--- config.mk ---
export PLATFORM = sky130hd
export DESIGN_NAME = dac_spi_driver
export DESIGN_NICKNAME = d
export VERILOG_FILES = /design/src/rtl/dac_spi_driver.sv
export SDC_FILE = /design/constraint.sdc
export NUM_CORES = 1
export LEC_CHECK = 0
export CAP_MARGIN = 10
export CORE_ASPECT_RATIO = 0.6
export CORE_MARGIN = 5
export CORE_UTILIZATION = 50
export DETAILED_ROUTE_END_ITERATION = 8
export HOLD_SLACK_MARGIN = 0.08
export PLACE_DENSITY_LB_ADDON = 0.25
export SKIP_LAST_GASP = 1
export SYNTH_ARGS = -nofsm -noshare
export SYNTH_HDL_FRONTEND = slang
export SYNTH_SLANG_ARGS = --single-unit
--- constraint.sdc ---
create_clock -name clk -period 2 [get_ports clk]
set_input_delay 0.6 -clock clk [delete_from_list [all_inputs] [get_ports clk]]
set_output_delay 0.6 -clock clk [all_outputs]
set_load 0.005 [all_outputs]
--- src/rtl/dac_spi_driver.sv ---
// dac_spi_driver
// Serializes one 12-bit sample pair per handshake onto a dual-data-line SPI
// DAC (DAC121S101-style, Pmod DA2 pinout). Both channels share SCLK/SYNC and
// shift a 16-bit frame {2'b00, pd_mode, code} MSB first, in lockstep.
//
// Ports:
//   clk, rst_n            system clock, synchronous active-low reset
//   sample_a, sample_b    12-bit codes for channel A / B
//   pd_mode               DAC power-down field (00 = normal operation)
//   sample_valid/ready    upstream handshake (see below)
//   dac_sync_n            frame select, active low
//   dac_sclk              serial clock, idles high
//   dac_din_a, dac_din_b  serial data lines
//   busy                  frame or inter-frame gap in progress
//   frame_done            one-cycle pulse as SYNC returns high after bit 0
//   state_dbg             current FSM state (IDLE=0, SHIFT=1, GAP=2)
//
// Handshake: a sample is taken on every rising clk edge where sample_valid
// and sample_ready are both high. sample_ready is high only in IDLE and does
// not depend on sample_valid. There is no buffering: valid while not ready is
// ignored, and data captured on accept is immune to later input changes.
module dac_spi_driver #(
  parameter int CLK_DIV    = 2,
  parameter int GAP_CYCLES = 2
) (
  input  logic        clk,
  input  logic        rst_n,
  input  logic [11:0] sample_a,
  input  logic [11:0] sample_b,
  input  logic [1:0]  pd_mode,
  input  logic        sample_valid,
  output logic        sample_ready,
  output logic        dac_sync_n,
  output logic        dac_sclk,
  output logic        dac_din_a,
  output logic        dac_din_b,
  output logic        busy,
  output logic        frame_done,
  output logic [1:0]  state_dbg
);

  localparam int DIV_W = $clog2(CLK_DIV + 1);
  localparam int GAP_W = $clog2(GAP_CYCLES + 1);
  localparam logic [DIV_W-1:0] DIV_LAST = DIV_W'(CLK_DIV - 1);
  localparam logic [GAP_W-1:0] GAP_LAST = GAP_W'(GAP_CYCLES - 1);

  typedef enum logic [1:0] {
    IDLE  = 2'd0,
    SHIFT = 2'd1,
    GAP   = 2'd2
  } state_t;

  state_t           state_q, state_d;
  logic [DIV_W-1:0] div_cnt_q, div_cnt_d;
  logic [3:0]       bit_cnt_q, bit_cnt_d;
  logic [GAP_W-1:0] gap_cnt_q, gap_cnt_d;
  logic [15:0]      sh_a_q, sh_a_d;
  logic [15:0]      sh_b_q, sh_b_d;
  logic             sync_n_q, sync_n_d;
  logic             sclk_q, sclk_d;
  logic             din_a_q, din_a_d;
  logic             din_b_q, din_b_d;
  logic             busy_q, busy_d;
  logic             frame_done_q, frame_done_d;
  logic [15:0]      word_a, word_b;

  always_comb begin
    state_d      = state_q;
    div_cnt_d    = div_cnt_q;
    bit_cnt_d    = bit_cnt_q;
    gap_cnt_d    = gap_cnt_q;
    sh_a_d       = sh_a_q;
    sh_b_d       = sh_b_q;
    sync_n_d     = sync_n_q;
    sclk_d       = sclk_q;
    din_a_d      = din_a_q;
    din_b_d      = din_b_q;
    frame_done_d = 1'b0;
    word_a       = {2'b00, pd_mode, sample_a};
    word_b       = {2'b00, pd_mode, sample_b};

    case (state_q)
      IDLE: begin
        if (sample_valid) begin
          // Bit 15 goes out on the accept edge itself; the shifters keep
          // the remaining 15 bits left-aligned so [15] is always next.
          state_d   = SHIFT;
          sync_n_d  = 1'b0;
          sclk_d    = 1'b1;
          din_a_d   = word_a[15];
          din_b_d   = word_b[15];
          sh_a_d    = {word_a[14:0], 1'b0};
          sh_b_d    = {word_b[14:0], 1'b0};
          div_cnt_d = '0;
          bit_cnt_d = 4'd15;
        end
      end

      SHIFT: begin
        if (div_cnt_q == DIV_LAST) begin
          div_cnt_d = '0;
          if (sclk_q) begin
            // End of high phase: falling edge, DAC samples din here.
            sclk_d = 1'b0;
          end else if (bit_cnt_q == 4'd0) begin
            // Bit 0 low phase over: close the frame. The decrement wraps
            // the bit counter back to 15 only on this exit.
            state_d      = GAP;
            sync_n_d     = 1'b1;
            sclk_d       = 1'b1;
            din_a_d      = 1'b0;
            din_b_d      = 1'b0;
            frame_done_d = 1'b1;
            bit_cnt_d    = bit_cnt_q - 4'd1;
            gap_cnt_d    = '0;
          end else begin
            // Start of the next bit's high phase: the only point din moves.
            bit_cnt_d = bit_cnt_q - 4'd1;
            sclk_d    = 1'b1;
            din_a_d   = sh_a_q[15];
            din_b_d   = sh_b_q[15];
            sh_a_d    = {sh_a_q[14:0], 1'b0};
            sh_b_d    = {sh_b_q[14:0], 1'b0};
          end
        end else begin
          div_cnt_d = div_cnt_q + DIV_W'(1);
        end
      end

      GAP: begin
        if (gap_cnt_q == GAP_LAST) begin
          state_d = IDLE;
        end else begin
          gap_cnt_d = gap_cnt_q + GAP_W'(1);
        end
      end

      default: state_d = IDLE;
    endcase

    busy_d = (state_d != IDLE);
  end

  always_ff @(posedge clk) begin
    if (!rst_n) begin
      state_q      <= IDLE;
      div_cnt_q    <= '0;
      bit_cnt_q    <= '0;
      gap_cnt_q    <= '0;
      sh_a_q       <= '0;
      sh_b_q       <= '0;
      sync_n_q     <= 1'b1;
      sclk_q       <= 1'b1;
      din_a_q      <= 1'b0;
      din_b_q      <= 1'b0;
      busy_q       <= 1'b0;
      frame_done_q <= 1'b0;
    end else begin
      state_q      <= state_d;
      div_cnt_q    <= div_cnt_d;
      bit_cnt_q    <= bit_cnt_d;
      gap_cnt_q    <= gap_cnt_d;
      sh_a_q       <= sh_a_d;
      sh_b_q       <= sh_b_d;
      sync_n_q     <= sync_n_d;
      sclk_q       <= sclk_d;
      din_a_q      <= din_a_d;
      din_b_q      <= din_b_d;
      busy_q       <= busy_d;
      frame_done_q <= frame_done_d;
    end
  end

  assign sample_ready = (state_q == IDLE);
  assign dac_sync_n   = sync_n_q;
  assign dac_sclk     = sclk_q;
  assign dac_din_a    = din_a_q;
  assign dac_din_b    = din_b_q;
  assign busy         = busy_q;
  assign frame_done   = frame_done_q;
  assign state_dbg    = state_q;

endmodule
==> impl_metrics.env <==
export IMPL_outcome="finished clean"
export IMPL_groute_usage_overall_pct=16.02
export IMPL_io_pins=38
export IMPL_post_route_util_pct=66.36
export IMPL_crit_share_post_route_pct=94.45
export IMPL_delay_of_the_slowest_cell_on_the_worst_path_ps=550
export IMPL_finalHoldViolCount=0
export IMPL_worst_r2r_setup_slack_ps=180
export IMPL_routedWlPerCell_um=13.74
export IMPL_post_route_drc_count=0
export IMPL_postPlaceCellArea_mm2=0.002621
export IMPL_synth_cell_type_count=37
export IMPL_grt_pass1_wl_um=7196
export IMPL_worstMarginPinSlew_ps=554.9
export IMPL_post_synth_and_or_nand_nor_area_fraction_pct=17.09
export IMPL_first_global_vias=1523
export IMPL_gpl_final_weighted_congestion=0.7875
export IMPL_synth_yosys_seq_area_share_pct=42.79
export IMPL_grt_setup_unrepaired="no"
export IMPL_worst_slew_margin_rel_pct=62.93
export IMPL_synth_to_layout_area_growth_pct=27.09
export IMPL_initial_core_util_pct=52.22
export IMPL_die_w_um=94.70
export IMPL_yosys_top_cells_area="sky130_fd_sc_hd__dfxtp_1 (43%), sky130_fd_sc_hd__mux2i_1 (13%), sky130_fd_sc_hd__o211a_1 (13%)"
export IMPL_detail_route_wirelength_um=4396
export IMPL_max_cap_violations=0
export IMPL_synth_compound_gate_area_share_pct=20.41
export IMPL_synth_xor_area_share_pct=0
export IMPL_yosys_warnings=0
export IMPL_register_clock_pin_slew_on_the_reported_worst_setup_and_hold_paths_ps=80
export IMPL_n_antenna_cell=0
export IMPL_num_vias=1713
export IMPL_post_route_worst_hold_slack_ps=460.2
export IMPL_synth_top_family_by_area="compound AO/OA/AOI/OAI gates"
export IMPL_total_power_divided_by_cell_area_mw_per_mm2=759.4
export IMPL_cts_inserted_buffers=5
export IMPL_post_cts_buffers=0
export IMPL_fp_dieArea_mm2=0.005759
export IMPL_ir_drop_v=0.0004406
export IMPL_clock_tree_from_tritoncts="yes"
export IMPL_htree_num_levels=2
export IMPL_report_final_setup_viol=0
export IMPL_crit_chain="clkdlybuf4s50_1"
export IMPL_period_minus_slack_ps=1889
export IMPL_port_buffers=37
export IMPL_antenna_violating_nets_post_route=0
export IMPL_clock_sinks=46
export IMPL_gr_total_overflow=0
export IMPL_worst_endpoint_required_ps=1400
export IMPL_drt_pass1_iterations=4
export IMPL_final_net_count=291
export IMPL_cp_end_kind="output pin"
export IMPL_drt_vias_per_instance=5.353
export IMPL_syn_instance_count=225
export IMPL_critical_path_arrival_ps=1290
export IMPL_grt_max_degree=59
export IMPL_postLayoutCellArea_mm2=0.002735
export IMPL_detailedRoute_firstIterationViolations=74
export IMPL_hpwl_um=2937
export IMPL_count_of_standard_cell_rows=18
export IMPL_die_height_um=60.82
export IMPL_synthesis_area_per_instance_um2=9.565
export IMPL_yosys_register_bits=46
export IMPL_drive_gt1_share_pct=10.00
export IMPL_critical_path_top_delay_family="buffers and inverters"
export IMPL_cpMaxStageDelayCell="sky130_fd_sc_hd__clkdlybuf4s50_1"
export IMPL_max_clock_freq_mhz=529.4
export IMPL_final_clock_skew_ps=3.484
export IMPL_finalNonFillerCells=320
export IMPL_final_max_slew_viol_count=0
export IMPL_cp_num_buf_inv=1
export IMPL_antenna_found_initial=0
export IMPL_start_kind="flop"
export IMPL_power_leakage_nw=1.359
export IMPL_ctsLongestPathBuffers=2
export IMPL_yosysTopAreaCell="sky130_fd_sc_hd__dfxtp_1"
export IMPL_hold_path_class="flop to flop"
export IMPL_synth_fp_nets=256
export IMPL_synth_adder_area_share_pct=1.163
export IMPL_worstPathMaxFanout=7
export IMPL_cts_repair_resize_count=0
export IMPL_clock_root_buffer="sky130_fd_sc_hd__clkbuf_8"
export IMPL_core_area_mm2=0.004121
export IMPL_synth_top_area_share_pct=42.79
export IMPL_crit_type="flop to output pin"
export IMPL_post_synth_mux_area_share_pct=13.60
export IMPL_holdBufCountCts=0
export IMPL_clock_insertion_delay_worst_skew_ps=290
export IMPL_synth_cell_area_mm2=0.002152
export IMPL_placed_cells=313
## layout make-up
| cell class | count | area (um^2) |
|---|---|---|
| clock buffer | 6 | 82.58 |
| clock inverter | 1 | 30.03 |
| fill | 325 | 1386 |
| inverter | 4 | 15.01 |
| multi-input combinational | 157 | 1135 |
| sequential | 46 | 922.1 |
| tap | 60 | 75.07 |
| timing repair buffer | 46 | 475.5 |
## through the flow
| stage | TNS [ps] | power (W) | setup slack (ps) |
|---|---|---|---|
| after global routing | 0 | 0.002174 | 26.43 |
| after global placement | -706.5 | 0.001381 | -37.52 |
| final | 0 | 0.002077 | 111.1 |
| after floorplan | 0 | 0.001258 | 397.1 |
| after CTS | 0 | 0.002091 | 67.01 |
| after detailed placement | -926.5 | 0.001388 | -53.04 |
## report_power, final
group | leakage (nW) | internal, W | total [W] | switching, W
Clock | 0.0573 | 0.000400 | 0.000707 | 0.000306
Sequential | 0.379 | 0.000982 | 0.00102 | 0.0000421
Combinational | 0.923 | 0.000195 | 0.000346 | 0.000152
Total | 1.36 | 0.00158 | 0.00208 | 0.000500
## worst min-delay path, cell delays in order, from the launching register on
cell and delay, ps:
sky130_fd_sc_hd__dfxtp_1 320, sky130_fd_sc_hd__nand2_1 50, sky130_fd_sc_hd__mux2i_1 50
## state kept, by name, summed over array words and instances, names as in the netlist, 2 cells and up
name,cells
div_cnt_q,2
state_dbg,2
gap_cnt_q,2
sh_a_q,15
sh_b_q,15
bit_cnt_q,4
## path summary, 6_finish.rpt
| kind | from | endpoint | depth (start not counted) |
|---|---|---|---|
| setup reg to reg | bit_cnt_q[0]$_SDFFE_PN0P_ | sh_a_q[12]$_SDFFE_PN0P_ | 7 |
| hold reg to reg | dac_din_a$_SDFFE_PN0P_ | dac_din_a$_SDFFE_PN0P_ | 2 |
| hold / removal | dac_din_a$_SDFFE_PN0P_ | dac_din_a$_SDFFE_PN0P_ | 2 |
| setup / recovery | dac_sclk$_SDFFE_PN1P_ | dac_sclk | 1 |
## cell families (layout without fill, tap and decap cells)
group,after synthesis,in the layout
DFF,46,46
buffers and inverters,22,57
muxes,29,29
AOI/OAI and AO/OA,54,54
adders and majority gates,2,2
and+or+nand+nor,72,72
## layer usage
metal  part of all wire [%]  track usage (%)  vias up
li1                       -                -      870
met1                     52            23.29      796
met2                     41            23.15       45
met3                    6.5            5.081        2
met4                   0.41            3.696        0
met5                      0                0        -
## cell usage after synthesis
master and n:
sky130_fd_sc_hd__dfxtp_1 46, sky130_fd_sc_hd__nand2_1 37, sky130_fd_sc_hd__mux2i_1 27, sky130_fd_sc_hd__o211a_1 27, sky130_fd_sc_hd__a21oi_1 9, sky130_fd_sc_hd__clkbuf_1 8
sky130_fd_sc_hd__nor2_1 8, sky130_fd_sc_hd__buf_2 7, sky130_fd_sc_hd__o21ai_0 5, sky130_fd_sc_hd__and2_1 4, sky130_fd_sc_hd__inv_1 4, sky130_fd_sc_hd__nand3_1 4
sky130_fd_sc_hd__nand2b_1 3, sky130_fd_sc_hd__nor2b_1 3, sky130_fd_sc_hd__o21a_1 3, sky130_fd_sc_hd__o22ai_1 3, sky130_fd_sc_hd__a211oi_1 2, sky130_fd_sc_hd__buf_4 2
sky130_fd_sc_hd__ha_1 2, sky130_fd_sc_hd__mux2_2 2, sky130_fd_sc_hd__nand4_1 2, sky130_fd_sc_hd__nor3b_1 2, sky130_fd_sc_hd__a211o_1 1, sky130_fd_sc_hd__a211oi_2 1
sky130_fd_sc_hd__a31o_2 1, sky130_fd_sc_hd__and3_1 1, sky130_fd_sc_hd__and4bb_4 1, sky130_fd_sc_hd__buf_6 1, sky130_fd_sc_hd__nand3b_1 1, sky130_fd_sc_hd__nand4bb_1 1
sky130_fd_sc_hd__nor2_2 1, sky130_fd_sc_hd__nor4b_2 1, sky130_fd_sc_hd__nor4bb_1 1, sky130_fd_sc_hd__o21ai_1 1, sky130_fd_sc_hd__o31ai_1 1, sky130_fd_sc_hd__or3b_2 1
sky130_fd_sc_hd__or4_1 1
## cell usage in the layout, fill, tap and decap left out, types with 2 or more instances in the layout
master and count:
sky130_fd_sc_hd__ha_1 2, sky130_fd_sc_hd__nor2_1 8, sky130_fd_sc_hd__o21a_1 3, sky130_fd_sc_hd__buf_4 6, sky130_fd_sc_hd__nand3_1 4, sky130_fd_sc_hd__mux2i_1 27, sky130_fd_sc_hd__a21oi_1 9, sky130_fd_sc_hd__clkdlybuf4s50_1 37
sky130_fd_sc_hd__dfxtp_1 45, sky130_fd_sc_hd__o211a_1 27, sky130_fd_sc_hd__nand2b_1 2, sky130_fd_sc_hd__nor2b_1 3, sky130_fd_sc_hd__o21ai_0 5, sky130_fd_sc_hd__buf_12 3, sky130_fd_sc_hd__mux2_2 2, sky130_fd_sc_hd__clkbuf_8 6
sky130_fd_sc_hd__o22ai_1 3, sky130_fd_sc_hd__nor3b_1 2, sky130_fd_sc_hd__a211oi_1 2, sky130_fd_sc_hd__nand2_1 37, sky130_fd_sc_hd__and2_1 4, sky130_fd_sc_hd__inv_1 4, sky130_fd_sc_hd__nand4_1 2
No activity file was read; power rests on OpenSTA's default activity.
